### config.mk
export PLATFORM = sky130hd
export DESIGN_NAME = alu_cmd_sequencer
export DESIGN_NICKNAME = d
export VERILOG_FILES = /design/src/rtl/alu_pkg.sv /design/src/rtl/alu_cmd_fifo.sv /design/src/rtl/alu_cmd_sequencer.sv
export SDC_FILE = /design/constraint.sdc
export NUM_CORES = 1
export LEC_CHECK = 0
export ABC_AREA = 1
export ABC_CLOCK_PERIOD_IN_PS = 3050
export CAP_MARGIN = 0
export CELL_PAD_IN_SITES_DETAIL_PLACEMENT = 0
export CELL_PAD_IN_SITES_GLOBAL_PLACEMENT = 1
export CORE_UTILIZATION = 25
export CTS_BUF_LIST = sky130_fd_sc_hd__clkbuf_4 sky130_fd_sc_hd__clkbuf_8
export CTS_CLUSTER_SIZE = 24
export DETAILED_ROUTE_END_ITERATION = 12
export PLACE_DENSITY_LB_ADDON = 0.1
export SYNTH_ARGS = -nofsm -noshare
export SYNTH_HDL_FRONTEND = slang
export SYNTH_HIERARCHICAL = 1
export SYNTH_SLANG_ARGS = --single-unit
### constraint.sdc
create_clock -name clk -period 3.05 [get_ports clk]
set_input_delay 0.61 -clock clk [delete_from_list [all_inputs] [get_ports clk]]
set_output_delay 0.61 -clock clk [all_outputs]
set_load 0.005 [all_outputs]
### src/rtl/alu_pkg.sv
// Shared opcode definitions for the 16-bit accumulator ALU breadboard.
package alu_pkg;

  localparam int unsigned DW  = 16;
  localparam int unsigned OPW = 4;

  typedef logic [OPW-1:0] opcode_t;

  localparam opcode_t OP_NOOP  = 4'd0;
  localparam opcode_t OP_RESET = 4'd1;
  localparam opcode_t OP_ADD   = 4'd2;
  localparam opcode_t OP_SUB   = 4'd3;
  localparam opcode_t OP_MULT  = 4'd4;
  localparam opcode_t OP_DIV   = 4'd5;
  localparam opcode_t OP_AND   = 4'd6;
  localparam opcode_t OP_OR    = 4'd7;
  localparam opcode_t OP_NOT   = 4'd8;
  localparam opcode_t OP_XOR   = 4'd9;
  localparam opcode_t OP_LAST  = OP_XOR;

  // Opcodes above OP_LAST have no ALU meaning and are dropped at issue.
  function automatic logic op_is_legal(input opcode_t op);
    return (op <= OP_LAST);
  endfunction

endpackage

### src/rtl/alu_cmd_fifo.sv
// Command FIFO for the ALU issue stage: DEPTH x W storage, wrap-around
// pointers, occupancy count, async reset and synchronous flush.
module alu_cmd_fifo #(
  parameter int unsigned W     = 20,
  parameter int unsigned DEPTH = 8
) (
  input  logic                     i_clk,
  input  logic                     i_rst,
  input  logic                     i_flush,
  input  logic                     i_push,
  input  logic [W-1:0]             i_wdata,
  input  logic                     i_pop,
  output logic [W-1:0]             o_rdata,
  output logic [$clog2(DEPTH):0]   o_count,
  output logic                     o_full,
  output logic                     o_empty
);

  localparam int unsigned AW = $clog2(DEPTH);
  localparam int unsigned CW = AW + 1;

  logic [W-1:0]  r_mem [DEPTH];
  logic [AW-1:0] r_wptr;
  logic [AW-1:0] r_rptr;
  logic [CW-1:0] r_count;

  logic w_push;
  logic w_pop;

  // Flush wins over both a push and a pop in the same cycle.
  assign w_push = i_push && !o_full && !i_flush;
  assign w_pop  = i_pop && !o_empty && !i_flush;

  assign o_count = r_count;
  assign o_full  = (r_count == CW'(DEPTH));
  assign o_empty = (r_count == '0);
  assign o_rdata = r_mem[r_rptr];

  // Storage write; contents need no reset because count gates every read.
  always_ff @(posedge i_clk) begin
    if (w_push) begin
      r_mem[r_wptr] <= i_wdata;
    end
  end

  // Pointers and occupancy; power-of-2 depth lets pointers wrap naturally.
  always_ff @(posedge i_clk or posedge i_rst) begin
    if (i_rst) begin
      r_wptr  <= '0;
      r_rptr  <= '0;
      r_count <= '0;
    end else if (i_flush) begin
      r_wptr  <= '0;
      r_rptr  <= '0;
      r_count <= '0;
    end else begin
      if (w_push) begin
        r_wptr <= r_wptr + AW'(1);
      end
      if (w_pop) begin
        r_rptr <= r_rptr + AW'(1);
      end
      case ({w_push, w_pop})
        2'b10:   r_count <= r_count + CW'(1);
        2'b01:   r_count <= r_count - CW'(1);
        default: r_count <= r_count;
      endcase
    end
  end

endmodule

### src/rtl/alu_cmd_sequencer.sv
// Upstream issue stage for the accumulator ALU: buffers {opcode, operand}
// commands, issues at most one per clock on registered outputs, inserts idle
// gaps after MULT/DIV, drops DIV-by-zero and illegal opcodes with sticky flags.
module alu_cmd_sequencer #(
  parameter int unsigned DW       = alu_pkg::DW,
  parameter int unsigned DEPTH    = 8,
  parameter int unsigned MULT_GAP = 2,
  parameter int unsigned DIV_GAP  = 4
) (
  input  logic                       clk,
  input  logic                       rst,
  input  logic                       in_valid,
  output logic                       in_ready,
  input  logic [alu_pkg::OPW-1:0]    in_opcode,
  input  logic [DW-1:0]              in_operand,
  input  logic                       flush,
  output logic [alu_pkg::OPW-1:0]    alu_opcode,
  output logic [DW-1:0]              alu_operand,
  output logic                       alu_issue,
  output logic [$clog2(DEPTH):0]     count,
  output logic                       empty,
  output logic                       full,
  output logic                       err_div0,
  output logic                       err_illegal,
  input  logic                       err_clr
);

  import alu_pkg::*;

  localparam logic [0:0] ST_IDLE = 1'b0;
  localparam logic [0:0] ST_GAP  = 1'b1;

  localparam int unsigned GAP_MAX = (MULT_GAP > DIV_GAP) ? MULT_GAP : DIV_GAP;
  localparam int unsigned GCW     = (GAP_MAX > 2) ? $clog2(GAP_MAX) : 1;
  localparam int unsigned FW      = OPW + DW;

  logic [0:0]      r_state;
  logic [GCW-1:0]  r_gap_cnt;
  logic [OPW-1:0]  r_alu_opcode;
  logic [DW-1:0]   r_alu_operand;
  logic            r_alu_issue;
  logic            r_err_div0;
  logic            r_err_illegal;

  logic [FW-1:0]   w_fifo_rdata;
  logic            w_push;
  logic            w_pop;
  logic [OPW-1:0]  w_head_op;
  logic [DW-1:0]   w_head_opnd;
  logic            w_drop_ill;
  logic            w_drop_div0;
  logic            w_issue;
  logic            w_set_div0;
  logic            w_set_ill;

  assign in_ready    = !full && !rst;
  assign w_push      = in_valid && in_ready;

  assign w_head_op   = w_fifo_rdata[DW +: OPW];
  assign w_head_opnd = w_fifo_rdata[DW-1:0];

  // Every head entry leaves the queue when popped, even if it issues nothing.
  assign w_pop       = (r_state == ST_IDLE) && !empty && !flush;
  assign w_drop_ill  = !op_is_legal(w_head_op);
  assign w_drop_div0 = (w_head_op == OP_DIV) && (w_head_opnd == '0);
  assign w_issue     = w_pop && !w_drop_ill && !w_drop_div0 && (w_head_op != OP_NOOP);
  assign w_set_div0  = w_pop && w_drop_div0;
  assign w_set_ill   = w_pop && w_drop_ill;

  assign alu_opcode  = r_alu_opcode;
  assign alu_operand = r_alu_operand;
  assign alu_issue   = r_alu_issue;
  assign err_div0    = r_err_div0;
  assign err_illegal = r_err_illegal;

  alu_cmd_fifo #(
    .W     (FW),
    .DEPTH (DEPTH)
  ) u_fifo (
    .i_clk   (clk),
    .i_rst   (rst),
    .i_flush (flush),
    .i_push  (w_push),
    .i_wdata ({in_opcode, in_operand}),
    .i_pop   (w_pop),
    .o_rdata (w_fifo_rdata),
    .o_count (count),
    .o_full  (full),
    .o_empty (empty)
  );

  // Issue FSM and output registers: outputs default to NOOP each cycle so an
  // issued command is presented for exactly one clock.
  always_ff @(posedge clk or posedge rst) begin
    if (rst) begin
      r_state       <= ST_IDLE;
      r_gap_cnt     <= '0;
      r_alu_opcode  <= OP_NOOP;
      r_alu_operand <= '0;
      r_alu_issue   <= 1'b0;
    end else if (flush) begin
      r_state       <= ST_IDLE;
      r_gap_cnt     <= '0;
      r_alu_opcode  <= OP_NOOP;
      r_alu_operand <= '0;
      r_alu_issue   <= 1'b0;
    end else begin
      r_alu_opcode  <= OP_NOOP;
      r_alu_operand <= '0;
      r_alu_issue   <= 1'b0;
      case (r_state)
        ST_IDLE: begin
          if (w_issue) begin
            r_alu_opcode  <= w_head_op;
            r_alu_operand <= w_head_opnd;
            r_alu_issue   <= 1'b1;
            // Counter holds GAP-1 so the GAP state lasts exactly GAP cycles.
            if ((w_head_op == OP_MULT) && (MULT_GAP != 0)) begin
              r_state   <= ST_GAP;
              r_gap_cnt <= GCW'(MULT_GAP - 1);
            end else if ((w_head_op == OP_DIV) && (DIV_GAP != 0)) begin
              r_state   <= ST_GAP;
              r_gap_cnt <= GCW'(DIV_GAP - 1);
            end
          end
        end
        ST_GAP: begin
          if (r_gap_cnt == '0) begin
            r_state <= ST_IDLE;
          end else begin
            r_gap_cnt <= r_gap_cnt - GCW'(1);
          end
        end
        default: begin
          r_state <= ST_IDLE;
        end
      endcase
    end
  end

  // Sticky error flags; a same-cycle set overrides err_clr.
  always_ff @(posedge clk or posedge rst) begin
    if (rst) begin
      r_err_div0    <= 1'b0;
      r_err_illegal <= 1'b0;
    end else begin
      if (w_set_div0) begin
        r_err_div0 <= 1'b1;
      end else if (err_clr) begin
        r_err_div0 <= 1'b0;
      end
      if (w_set_ill) begin
        r_err_illegal <= 1'b1;
      end else if (err_clr) begin
        r_err_illegal <= 1'b0;
      end
    end
  end

endmodule
; ---- After elaboration in Yosys (flattened, before gate mapping)
; Memories as Yosys holds them, arrays and structs flattened.
; Index checks and enable logic that the tools add are counted.
[word_totals]
ff_bits = 36
out_inout_bits = 30
inputBits = 25
mem_bits_rw = 160
word_cells = 88
mem_count = 1
[memory_table]
columns = memory, depth, width, read_ports, rd_ports_with_merged_regs, write_ports, line
row1 = u_fifo.r_mem, 8, 20, 1, 0, 1, alu_cmd_fifo.sv:22  ; logic [W-1:0] r_mem [DEPTH];
[op_classes]
muxes = 32
reduce_logical = 30
n_lt_le_gt_ge = 1
bitwise = 1
eq_ne = 8
add_sub_neg = 5
[ops]
columns = cell, count
row1 = two-way mux 16 bit, 3
row2 = zero test 16 bit, 1
row3 = two-way mux 4 bit, 4
row4 = logical AND 1 bit, 14
row5 = two-way mux 1 bit, 13
row6 = two-way mux 3 bit, 4
row7 = two-way mux 2 bit, 5
row8 = "== test 4 x 3 -> 1 bit, second input constant", 2
row9 = case mux 4 bit (2 select lines), 1
row10 = nonzero test 2 bit, 4
row11 = "adder 3 x 1 -> 3 bit, second input constant", 2
row12 = zero test 1 bit, 6
row13 = "!= test 3 bit, second input constant", 2
row14 = "adder 4 x 1 -> 4 bit, second input constant", 1
row15 = "== test 4 bit, second input constant", 1
row16 = "less-or-equal comparator 4 bit, second input constant", 1
row17 = zero test 4 bit, 1
row18 = "!= test 4 x 2 -> 1 bit, second input constant", 1
row19 = case mux 2 bit (2 select lines), 1
row20 = nonzero test 4 bit, 1
row21 = "subtractor 4 x 1 -> 4 bit, second input constant", 1
row22 = AND reduction 3 bit, 1
row23 = nonzero test 3 bit, 1
row24 = "== test 2 x 1 -> 1 bit, second input constant", 1
row25 = other kinds (5), 5

; ---- Logic depth before layout (Yosys ltp)
[depth]
ltp_word = 10
depth_mapped = 18
ltp_nobuf = 18

; ---- By module
; The synthesis kept the hierarchy.
[by_module_without_submodules]
columns = mod, n_inst, seq_area_each_um2, area_each_um2, cells_per_inst
row1 = alu_cmd_fifo, 1, 5054.8, 6917.9, 563
row2 = alu_cmd_sequencer, 1, 650.6, 1154.9, 122

; ---- Least setup slack after synthesis
; Ideal clock, no wire load.
[synth_path]
path_kind = reg2reg
startpoint = register u_fifo.r_count[0] (netlist: u_fifo/o_count[0])
endpoint = memory u_fifo.r_mem[0][0] (enable)
n_path_buf = 0
setup_time_ns = 0.397
arrival_ns = 2.346
path_stages_with_launch = 9
required_ns = 2.653
path_slack_ns = 0.308
period_less_slack_ns = 2.742
cell_sequence = dfrtp_1 nor2_4 nand2_4 inv_1 nor3b_1 nand3_1 inv_1 nand2_1 nor2_1
[synth_via]
elab_chain_len = 8
[synth_rtl]
columns = element, line
row1 = "start, declared", alu_cmd_fifo.sv:25  ; logic [CW-1:0] r_count;
row2 = "start signal, assigned", alu_cmd_fifo.sv:64  ; 2'b10: r_count <= r_count + CW'(1);
row3 = "start signal, assigned", alu_cmd_fifo.sv:65  ; 2'b01: r_count <= r_count - CW'(1);
row4 = "start signal, assigned", alu_cmd_fifo.sv:66  ; default: r_count <= r_count;
row5 = == test 4 bit, alu_cmd_fifo.sv:35  ; assign o_full = (r_count == CW'(DEPTH));
row6 = net full, alu_cmd_sequencer.sv:22  ; output logic full,
row7 = zero test 1 bit, alu_cmd_sequencer.sv:56  ; assign in_ready = !full && !rst;
row8 = logical AND 1 bit, alu_cmd_sequencer.sv:56
row9 = logical AND 1 bit, alu_cmd_sequencer.sv:57  ; assign w_push = in_valid && in_ready;
row10 = net w_push, alu_cmd_sequencer.sv:46  ; logic w_push;
row11 = logical AND 1 bit (2 in a row), alu_cmd_fifo.sv:31  ; assign w_push = i_push && !o_full && !i_flush;
row12 = two-way mux 1 bit, alu_cmd_fifo.sv:41  ; if (w_push) begin
row13 = two-way mux 1 bit (implied by the code), alu_cmd_fifo.sv:42  ; r_mem[r_wptr] <= i_wdata;
row14 = "end, declared", alu_cmd_fifo.sv:22
; The timed path passes the listed nets, and every way through them passes these cells.

; ---- Final worst setup path
[layout_path]
startpoint = register u_fifo.r_count[0] (netlist: u_fifo/o_count[0])
endpoint = output empty
[layout_via]
elab_chain_len = 1
[layout_rtl]
columns = element, line
row1 = zero test 4 bit, alu_cmd_fifo.sv:36  ; assign o_empty = (r_count == '0);
row2 = "end, declared", alu_cmd_sequencer.sv:21  ; output logic empty,
; No other way between the ends.

==> results.sh <==
export IMPL_start_kind="flip-flop"
export IMPL_ys_ff_latch=196
export IMPL_fin_crit_sh_pct=84.09
export IMPL_postCtsSetupBuffers=0
export IMPL_dieArea_sq_um=33010
export IMPL_numCtsBuffers=17
export IMPL_cp_end_kind="primary output"
export IMPL_antenna_found_initial=0
export IMPL_die_w_um=181.7
export IMPL_io_buffers=54
export IMPL_cts_sinks=196
export IMPL_wl_um=19570
export IMPL_maxSlewHeadroom_pct=39.34
export IMPL_layout_drive_gt1_share_pct=14.02
export IMPL_hold_violations=0
export IMPL_slew_viol_final=0
export IMPL_crit_family="buffers and inverters"
export IMPL_fmax_mhz=389.9
export IMPL_cts_hold_buf=0
export IMPL_ant_nets=0
export IMPL_die_y_um=181.7
export IMPL_route_top_layer_used="met4"
export IMPL_cts_root_buffer="clkbuf_8"
export IMPL_required_ps=2440
export IMPL_rsz0062_at_grt="false"
export IMPL_netlist_instances=685
export IMPL_wl_per_cell_um=16.80
export IMPL_first_pass_iters=4
export IMPL_dr_wl_met3_um=857
export IMPL_ys_warn_count=6
export IMPL_slowest_delay_ps=530
export IMPL_path_clk_slew_ps=120
export IMPL_design_final_nets=781
export IMPL_p_leak_nw=3.512
export IMPL_tritoncts="built"
export IMPL_outcome="finished, final reports clean"
export IMPL_hold_class="primary input to asynchronous set/reset pin"
export IMPL_tightestPinTransition_ps=909.0
export IMPL_clk_path_buf_depth=2
export IMPL_vias_per_cell=4.276
export IMPL_clk_latency_ps=470
export IMPL_cts_htree_levels=4
export IMPL_grt_overflow_total=0
export IMPL_total_power_w=0.006953
export IMPL_first_global_vias=5139
export IMPL_fillers=3180
export IMPL_crit_buf_inv=2
export IMPL_gp_congestion=0.7382
export IMPL_peakVddDrop_v=0.0005152
export IMPL_tns_ps=0
export IMPL_finalSetupViolations=0
export IMPL_core_sq_um=31640
export IMPL_dp_hpwl_um=12170
export IMPL_grt_total_usage_pct=12.44
export IMPL_min_period_ps=2565
export IMPL_syn_area_per_cell_sq_um=11.79
export IMPL_slowest_stage="clkdlybuf4s50_1"
export IMPL_cp_arrival_ps=1950
export IMPL_rows=65
export IMPL_fin_worst_skew_ps=19.92
export IMPL_num_antenna_cells=0
export IMPL_multi_input_area_sq_um=2043
export IMPL_drtIter0Drc=291
export IMPL_m1WireLength_um=8877
export IMPL_initial_core_util_pct=25.52
export IMPL_drc_errors=0
export IMPL_cts_resized=0
export IMPL_crit_type="flip-flop to primary output"
export IMPL_synth_nets=716
export IMPL_ys_seq_area_share_pct=70.68
export IMPL_cp_max_fo=6
export IMPL_areaGrowthSynthToFinish_pct=20.54
export IMPL_placedCellCount=1133
export IMPL_syn_area_sq_um=8073
export IMPL_grt_max_degree=81
export IMPL_p_per_area_nw_per_um2=714.5
export IMPL_synth_cell_types=35
export IMPL_maxCapViolCount=0
export IMPL_ioPinCount=55
export IMPL_finish_utilization_pct=30.76
export IMPL_wl_met2_um=9672
export IMPL_stdcell_count=1165
export IMPL_num_vias=4982
export IMPL_seq_area_sq_um=5707
export IMPL_path_cells="nor2_4 -> nand2_2 -> inv_1 -> clkdlybuf4s50_1"
export IMPL_grt_first_pass_wirelength_um=30620
==> cells in the mapped netlist <==
cell      instances  area share, %
edfxtp_1        160             60
nor2_1          122            5.7
nand2_1          95            4.4
o21ai_0          51            3.2
inv_1            41            1.9
o21ai_1          37            2.3
dfrtp_1          36             11
a21oi_1          25            1.5
a31oi_1          20            1.5
nor2_2           18            1.4
clkbuf_1         13           0.60
nand3_1           9           0.56
buf_2             7           0.43
buf_4             6           0.56
nor2_4            6           0.84
ha_1              5           0.77
inv_2             4           0.19
nand2_2           4           0.31
nand2_4           4           0.56
buf_6             3           0.42
buf_1             2          0.093
nand3_2           2           0.25
nand4_1           2           0.15
o22ai_1           2           0.15
a211oi_1          1          0.093
a21oi_2           1           0.11
a21oi_4           1           0.20
clkinv_2          1          0.062
fa_1              1           0.25
nand3_4           1           0.22
nor3_1            1          0.062
nor3_4            1           0.20
nor3b_1           1          0.093
o31ai_1           1          0.093
xnor2_1           1           0.11
==> cell families (layout without fill, tap and decap cells) <==
logic type      Yosys count  count (layout)  synth area share, %
fa+ha+maj                 6               6                1.023
compound gates          139             139                9.207
xor+xnor                  1               1               0.1085
simple gates            266             266                14.72
buf+inv                  77             155                4.262
flops                   196             196                70.68
==> state kept, by name, summed over array words and instances (netlist names) <==
signal / count
alu_issue: 1
err_illegal: 1
r_state: 1
alu_opcode: 4
alu_operand: 16
err_div0: 1
u_fifo/r_mem: 160
u_fifo/r_rptr: 3
u_fifo/o_count: 4
u_fifo/r_wptr: 3
r_gap_cnt: 2
==> per-layer routing <==
| layer | vias up | GRT usage (%) |
|---|---|---|
| li1 | 2483 | - |
| met1 | 2386 | 15.95 |
| met2 | 102 | 21.83 |
| met3 | 11 | 2.066 |
| met4 | 0 | 2.915 |
| met5 | - | 0 |
==> per-stage QoR <==
stage | instance area, sq um | setup slack [ps] | hold WS [ps]
after CTS | 9731 | 429.7 | 525.6
after global routing | 9731 | 196.7 | 529.2
after floorplan | 8073 | 307.7 | 450.2
after global placement | 9290 | 367.5 | 518.4
after detailed placement | 9290 | 203.0 | 531.1
final | 9731 | 485.2 | 517.6
==> cell usage in the layout (no fill, tap or decap), types with 17 or more instances in the layout <==
cell,netlist,layout
nor2_1,122,114
o21ai_0,51,51
a31oi_1,20,20
edfxtp_1,160,160
dfrtp_1,36,35
inv_1,41,41
clkbuf_8,0,17
a21oi_1,25,25
nand2_1,95,95
o21ai_1,37,37
nor2_2,18,26
clkdlybuf4s50_1,0,54
==> report_power, final <==
part	switching [W]	internal [W]	total (W)
Combinational	0.00126	0.000766	0.00203
Clock	0.00105	0.000716	0.00176
Sequential	0.000104	0.00306	0.00316
Total	0.00241	0.00454	0.00695
==> area by class of cell <==
class / instances / share of cell area (%)
Sequential cell: 196 / 58.65
Multi-Input combinational cell: 412 / 21.00
Clock buffer: 17 / 2.405
Timing Repair Buffer: 77 / 8.872
Clock inverter: 15 / 2.122
Inverter: 46 / 1.787
Tap cell: 402 / 5.169
==> worst reg2reg max path, delay by kind of cell (launching register included) <==
family,cells,cell delay [ps]
compound gates,4,830
buf+inv,3,550
flops,1,460
simple gates,5,600
==> final timing paths <==
kind / from / to / slack (ps) / cells past startpoint
setup / recovery: u_fifo/o_count[0] / empty / 490 / 4
hold / removal: rst / u_fifo/o_count[1] / 520 / 2
setup reg to reg: u_fifo/r_rptr[0] / alu_opcode[3] / 490 / 12
hold reg to reg: r_gap_cnt[1] / r_gap_cnt[1] / 550 / 2
max in group asynchronous: rst / err_div0 / 1760 / 2
min in group clk: r_gap_cnt[1] / r_gap_cnt[1] / 550 / 2
No activity file was read; power rests on OpenSTA's default activity.
